<file path="config.mk">
export PLATFORM = sky130hd
export DESIGN_NAME = obc_bitplane_sequencer
export DESIGN_NICKNAME = d
export VERILOG_FILES = /design/src/rtl/obc_bitplane_sequencer.sv
export SDC_FILE = /design/constraint.sdc
export NUM_CORES = 1
export LEC_CHECK = 0
export ABC_AREA = 0
export CAP_MARGIN = 5
export CORE_MARGIN = 1
export CORE_UTILIZATION = 55
export CTS_CLUSTER_SIZE = 30
export DETAILED_ROUTE_END_ITERATION = 16
export PLACE_DENSITY = 0.85
export SYNTH_ARGS = -nofsm -noshare
export SYNTH_HDL_FRONTEND = slang
export SYNTH_SLANG_ARGS = --single-unit
</file>
<file path="constraint.sdc">
create_clock -name clk -period 8 [get_ports clk]
set_input_delay 1.6 -clock clk [delete_from_list [all_inputs] [get_ports clk]]
set_output_delay 1.6 -clock clk [all_outputs]
set_load 0.05 [all_outputs]
</file>
<file path="src/rtl/obc_bitplane_sequencer.sv">
// Bit-serial front/back end for the OBC 16-point DFT ROM datapath: emits sample bit-planes
// LSB first and shift-accumulates the returned ROM sums. Optional macro: OBC_INIT_OFFSET_EN.
module obc_bitplane_sequencer #(
  parameter int W     = 8,
  parameter int ROM_W = 32,
  parameter int ACC_W = ROM_W + W
) (
  input  logic                clk,
  input  logic                rst_n,
  input  logic                in_valid,
  output logic                in_ready,
  input  logic [16*W-1:0]     in_data,
  output logic [15:0]         xbits,
  output logic                m,
  input  logic [ROM_W-1:0]    rom_in,
  output logic                out_valid,
  input  logic                out_ready,
  output logic [ACC_W-1:0]    out_data,
`ifdef OBC_INIT_OFFSET_EN
  input  logic [ROM_W-1:0]    offset_in,
`endif
  output logic                busy
);

  // state | meaning
  // IDLE  | waiting for a sample block, in_ready high
  // RUN   | one bit-plane per cycle, W cycles, accumulating rom_in
  // DONE  | result held on out_data until out_ready
  typedef enum logic [1:0] {IDLE, RUN, DONE} state_t;

  localparam int CNT_W = (W > 1) ? $clog2(W) : 1;
  localparam logic [CNT_W-1:0] CNT_LAST = CNT_W'(W - 1);

  state_t           state;
  logic [CNT_W-1:0] cnt;
  logic [ACC_W-1:0] acc;
  logic [W-1:0]     sr [16];
  logic [ACC_W-1:0] rom_ext;
  logic [ACC_W-1:0] init_val;
  logic             load;

  assign rom_ext = {{(ACC_W-ROM_W){rom_in[ROM_W-1]}}, rom_in};

`ifdef OBC_INIT_OFFSET_EN
  // The OBC constant offset term seeds the accumulator instead of costing an extra add cycle.
  assign init_val = {{(ACC_W-ROM_W){offset_in[ROM_W-1]}}, offset_in};
`else
  assign init_val = '0;
`endif

  assign in_ready  = (state == IDLE) || ((state == DONE) && out_ready);
  assign load      = in_valid && in_ready;
  assign out_valid = (state == DONE);
  assign out_data  = acc;
  assign busy      = (state != IDLE);
  assign m         = (state == RUN) && (cnt == CNT_LAST);

  always_comb begin
    xbits = '0;
    if (state == RUN) begin
      for (int i = 0; i < 16; i++) xbits[i] = sr[i][0];
    end
  end

  always_ff @(posedge clk or negedge rst_n) begin
    if (!rst_n) begin
      state <= IDLE;
      cnt   <= '0;
      acc   <= '0;
      for (int i = 0; i < 16; i++) sr[i] <= '0;
    end else begin
      case (state)
        IDLE, DONE: begin
          if (load) begin
            for (int i = 0; i < 16; i++) sr[i] <= in_data[i*W +: W];
            cnt   <= '0;
            acc   <= init_val;
            state <= RUN;
          end else if (state == DONE && out_ready) begin
            state <= IDLE;
          end
        end
        RUN: begin
          // The MSB plane's sign is applied ROM-side via m, so every plane is a plain add.
          acc <= acc + (rom_ext << cnt);
          for (int i = 0; i < 16; i++) sr[i] <= sr[i] >> 1;
          if (cnt == CNT_LAST) begin
            cnt   <= '0;
            state <= DONE;
          end else begin
            cnt <= cnt + CNT_W'(1);
          end
        end
        default: state <= IDLE;
      endcase
    end
  end

endmodule

</file>
Yosys cells after proc, flatten, opt, wreduce, memory -nomap -nowiden. Index checks and enable logic that the tools add are counted.

Equality and inequality tests: 6. Add/subtract/negate cells: 2. Mux-type cells: 12. Shift operators: 1. Reduce and logical (&&, ||, !) cells: 10.

Operators by type and width (count): $pmux W128 S2 (1); $mux W128 (1); $pmux W40 S2 (1); $add A40 B40 Y40 (1); $mux W40 (1); $shl A40 B3 Y40 (1); $mux W16 (1); $mux W2 (3); $mux W3 (2); $pmux W3 S2 (1); $pmux W2 S2 (1); $reduce_and A2 Y1 (2); $reduce_bool A2 Y1 (2); $add A3 B1 Y3 const B (1); $eq A3 B3 Y1 const B (1); $logic_and A1 B1 Y1 (3); $ne A3 B3 Y1 const B (1); $eq A2 B1 Y1 const B (1); $eq A2 B2 Y1 const B (1); $logic_not A2 Y1 (1); $ne A2 B1 Y1 const B (1); $ne A2 B2 Y1 const B (1); $reduce_or A2 Y1 (1); $logic_or A1 B1 Y1 (1).

Register bits: 173. Bits of input ports: 164. Logic and storage cells: 50. Output and inout bits: 60.

Longest topological paths before layout.
Word-level depth: 6. Depth in mapped cells: 17. Mapped depth without buffers: 14.

Worst setup path after synthesis. No wires, ideal clock.

Path kind: input-to-reg. From: input port rom_in[3]. To: register acc[39] (netlist: out_data[39]). Required time: 7876 ps. Setup time: 124 ps. Buffers on the path: 0. Stages on the path: 12. Data arrival time: 4615 ps. Path slack: 3261 ps. Path through: mux2_2 -> mux4_2 -> ha_1 -> a211oi_2 -> nor2_1 -> a211oi_2 -> a21oi_1 -> o21a_1 -> o31a_1 -> or4_4 -> and3_1 -> a211o_1.

Word-level cells in the longest chain between the ends: 3.

RTL lines: start, declared (line 15) `input logic [ROM_W-1:0] rom_in,`; $shl A40 B3 Y40 (line 85) `acc <= acc + (rom_ext << cnt);`; $add A40 B40 Y40 (line 85); $pmux W40 S2 (line 72) `case (state)`; end signal, assigned (line 77) `acc <= init_val;`; end signal, assigned (line 85); end, declared (line 36) `logic [ACC_W-1:0] acc;`.

No other way between the ends. A chain may end at the register's enable or synchronous reset.

Worst setup path in the final report.
From: input port rom_in[7]. To: register acc[39] (netlist: out_data[39]).

Same word-level chain as after synthesis.

==> results.md <==
| Stage | Result | Value |
| --- | --- | --- |
| setup path | Critical path required time | 8.31 ns |
| layout | Count of inserted antenna diode cells | 0 |
| layout | Synth-to-Final Area Change | 26.7% |
| logic synthesis | Warning count from the yosys run | 0 |
| floorplan | Starting density of the core | 56.9% |
| logic synthesis | Count of mapped cells out of synthesis | 1295 |
| placement | Number of placed instances, taps included | 1688 |
| sta | Setup repair after global routing missed its margin | no |
| drt | Vias | 10100 |
| outcome | Outcome | finished, final reports clean |
| pwr | Worst vdd rail ir drop | 0.451 mV |
| sta | Worst Clk Skew | 0.0185 ns |
| drt | DRC viols | 0 |
| sta | Worst max-slew margin expressed relative to the limit | 29.9% |
| drt | Number of optimization iterations in the first detailed-route pass | 5 |
| grt | Gr ovfl total | 0 |
| sta | Worst setup margin | 2.95 ns |
| logic synthesis | Number of register bits inferred by synthesis | 173 |
| cts | Number of gates resized after cts | 0 |
| cts | Total clock buffers created by CTS | 17 |
| setup path | Maximum net fanout on the critical path | 7 |
| placement | Placement-stage worst setup slack | 2.53 ns |
| cts | Number of buffers inserted to repair setup after CTS | 0 |
| layout | Number of filler instances in the final layout | 1484 |
| drt | Detail-routed net length per standard cell | 17.2 um |
| setup path | Worst Path Class, Setup | input port to register |
| sta | Count of endpoints failing setup in the final report | 0 |
| setup path | Reg-to-reg startpoint | cnt[1]$_DFFE_PN0P_ |
| cts | TritonCTS sink count | 173 |
| layout | Share of layout cells above drive strength 1 | 7.54% |
| placement | RD Place Congestion | 0.924 |
| logic synthesis | Post-Syn Area | 0.0108 mm^2 |
| worst hold path | End point of the worst hold path | sr[103]$_DFFE_PN0P_ |
| sta | Final max-slew violation count | 0 |
| cts | Root buffer cell | sky130_fd_sc_hd__clkbuf_16 |
| cts | Buffer levels on the longest clock path | 2 |
| grt | Global-route wire length before repair | 48600 um |
| floorplan | Ports | 224 |
| logic synthesis | Predominant post-synthesis flop cell | sky130_fd_sc_hd__dfrtp_1 |
| setup path | Endpoint type of the worst setup path | register |
| setup path | Minimum setup slack among reg-to-reg paths | 3.29 ns |
| sta | Setup TNS Final | 0 ns |
| sta | Final hold violation count | 0 |
| logic synthesis | Nets in the synthesized netlist | 1501 |
| logic synthesis | Cell taking the most area after synthesis | sky130_fd_sc_hd__dfrtp_1 |
| setup path | Reg2reg end | out_data[36]$_DFFE_PN0P_ |
| logic synthesis | Library cells used by synthesis | 64 |
| cts | # H-tree levels | 4 |
| grt | Global-route usage over all layers | 30.4% |
| cts | Latest clock arrival within the worst-skew pair | 0.43 ns |
| grt | Number of antenna violations at the first check in global routing | 1 |
| logic synthesis | Average size of a mapped cell | 8.33 um^2 |
| cts | CTS Hold Buffers Added | 0 |
| sta | Post-route minimum period | 5.05 ns |
| setup path | R2r worst-path depth | 14 |
| cts | Clock tree from TritonCTS | yes |
| worst hold path | Worst min-delay path class | register to register |
| logic synthesis | Cell types with the largest area share after synthesis | sky130_fd_sc_hd__dfrtp_1, sky130_fd_sc_hd__nand2_1, sky130_fd_sc_hd__a31oi_1 |
| pwr | Cell area power density | 546 mW/mm^2 |
| setup path | Arrival time worst endpoint | 5.35 ns |
| grt | Pin count of the biggest net entering global routing | 210 |
| floorplan | Die outline width | 142 um |
| placement | Total of buffers placed on input and output ports | 223 |
| worst hold path | Critical hold path startpoint | sr[103]$_DFFE_PN0P_ |
| cts | CTS clock-pin slew for the worst setup and hold paths | 0.07 ns |
| sta | Achievable clock frequency | 198 MHz |
| drt | Antenna Violating Nets Remaining | 0 |
| floorplan | Full die area | 0.0202 mm^2 |
| floorplan | Floorplan row count | 50 |
| sta | Slew @ Worst Pin | 1.05 ns |
| drt | Ratio of routed vias to standard cells | 5.89 |
| sta | Period utilization | 63.1% |
| layout | Final core utilization | 72.1% |
| worst hold path | Number of cells on the worst hold path | 2 |
| logic synthesis | Sequential area share after synthesis | 40.1% |
| layout | Final cell area excluding filler cells | 0.0137 mm^2 |
| drt | Detailed Route Iter0 Violations | 828 |
| floorplan | Die Y-Extent | 142 um |
| layout | Final nets | 1653 |
| logic synthesis | Number of enable-type register cells in the synthesized netlist | 0 |
| floorplan | Core Footprint | 0.0190 mm^2 |
| layout | Commonest non-fill, non-tap cell in the layout | sky130_fd_sc_hd__nand2_1 |
| layout | Layout Cells excl Fill | 1719 |
| logic synthesis | Fraction of registers with async set/reset | 100% |
| placement | Half-perimeter wire length after placement | 20500 um |
| layout | Commonest cells after routing, fill and taps aside | sky130_fd_sc_hd__nand2_1, sky130_fd_sc_hd__clkdlybuf4s50_1, sky130_fd_sc_hd__dfrtp_1 |
| setup path | Kind of start point of the critical path | input port |
| drt | Total Routed Length | 29500 um |
| flow run | Max cap viols | 0 |
| logic synthesis | Area share of the leading cell type in the synthesized netlist | 40.1% |
| pwr | Static leakage | 5.87 nW |
| placement | Placed standard-cell area | 0.0131 mm^2 |
| grt | Vias in the first global route | 9756 |
## stage by stage
stage               hold WS (ns)  power (W)
floorplan                  0.467    0.00534
global placement           0.481    0.00643
detailed placement         0.485    0.00655
CTS                        0.510    0.00744
global route               0.539    0.00806
finish                     0.506    0.00746
## synthesized netlist by cell type, types with 4 or more instances
master,number
sky130_fd_sc_hd__a211oi_1,6
sky130_fd_sc_hd__a21o_1,18
sky130_fd_sc_hd__a21oi_1,37
sky130_fd_sc_hd__a31oi_1,122
sky130_fd_sc_hd__and2_1,19
sky130_fd_sc_hd__and3_1,8
sky130_fd_sc_hd__buf_1,9
sky130_fd_sc_hd__buf_2,4
sky130_fd_sc_hd__clkbuf_1,84
sky130_fd_sc_hd__dfrtp_1,173
sky130_fd_sc_hd__ha_1,41
sky130_fd_sc_hd__inv_1,9
sky130_fd_sc_hd__mux2_2,28
sky130_fd_sc_hd__mux2i_1,11
sky130_fd_sc_hd__mux4_2,19
sky130_fd_sc_hd__nand2_1,314
sky130_fd_sc_hd__nand2b_1,5
sky130_fd_sc_hd__nand3_1,51
sky130_fd_sc_hd__nand4_1,10
sky130_fd_sc_hd__nor2_1,142
sky130_fd_sc_hd__nor2b_1,7
sky130_fd_sc_hd__nor3_1,8
sky130_fd_sc_hd__o21ai_0,53
sky130_fd_sc_hd__o21ai_1,15
sky130_fd_sc_hd__o21bai_1,12
sky130_fd_sc_hd__o31ai_1,7
sky130_fd_sc_hd__xnor2_1,19
sky130_fd_sc_hd__xor2_1,16
## kinds of logic after synthesis
| group | Yosys count | share of synthesized area (%) |
|---|---|---|
| AO/OA/AOI/OAI | 303 | 17.9 |
| XOR/XNOR | 35 | 2.84 |
| adder cells (fa/ha/maj) | 42 | 4.94 |
| buffers and inverters | 108 | 3.81 |
| flip-flops | 173 | 40.1 |
| multiplexers | 58 | 7.91 |
| AND/OR/NAND/NOR | 576 | 22.4 |
## area by class of cell
type	count	area, um^2	share of cell area (%)
multi-input cells	1014	6060	44.4
flip-flops and latches	173	4330	31.7
repair buffers	230	2300	16.8
clock buffers	17	425	3.11
well taps	260	325	2.38
clock inverters	14	180	1.32
inverters	11	41.3	0.302
## state kept, by name, indices dropped and copies added, names as in the netlist
| register | count |
|---|---|
| sr | 128 |
| state | 2 |
| cnt | 3 |
| out_data | 40 |
## power by group
part,switching [W],internal [W]
sequential,0.000317,0.00134
combinational,0.00302,0.00192
clock,0.000384,0.000474
## worst max-delay path by stage
stage | start | endpoint | cells after the start
6_report | rom_in[7] | out_data[39]$_DFFE_PN0P_ | 13
5_1_grt | rom_in[6] | out_data[39]$_DFFE_PN0P_ | 13
4_1_cts | out_ready | in_ready | 4
3_5_place_dp | rom_in[7] | out_data[39]$_DFFE_PN0P_ | 13
3_3_place_gp | rom_in[1] | out_data[39]$_DFFE_PN0P_ | 13
2_1_floorplan | rom_in[3] | out_data[39]$_DFFE_PN0P_ | 12
## critical path, stage by stage
cell,delay [ns]
sky130_fd_sc_hd__clkdlybuf4s50_1,0.45
sky130_fd_sc_hd__mux2_2,0.32
sky130_fd_sc_hd__mux4_2,0.48
sky130_fd_sc_hd__ha_1,0.39
sky130_fd_sc_hd__a211oi_2,0.24
sky130_fd_sc_hd__nor2_1,0.08
sky130_fd_sc_hd__a211oi_2,0.23
sky130_fd_sc_hd__a21oi_1,0.15
sky130_fd_sc_hd__o21a_1,0.20
sky130_fd_sc_hd__o31a_1,0.29
sky130_fd_sc_hd__or4_4,0.49
sky130_fd_sc_hd__and3_1,0.18
sky130_fd_sc_hd__a211o_1,0.26
## routing by layer
metal	up-vias	share of wire (%)	track usage, %	wire [um]
met2	377	48	50.0	14100
li1	4839	-	-	-
met5	-	0	0	0
met3	43	8.3	7.94	2440
met1	4862	42	39.8	12400
met4	0	1.9	8.21	571
(Power assumes the default switching activity.)
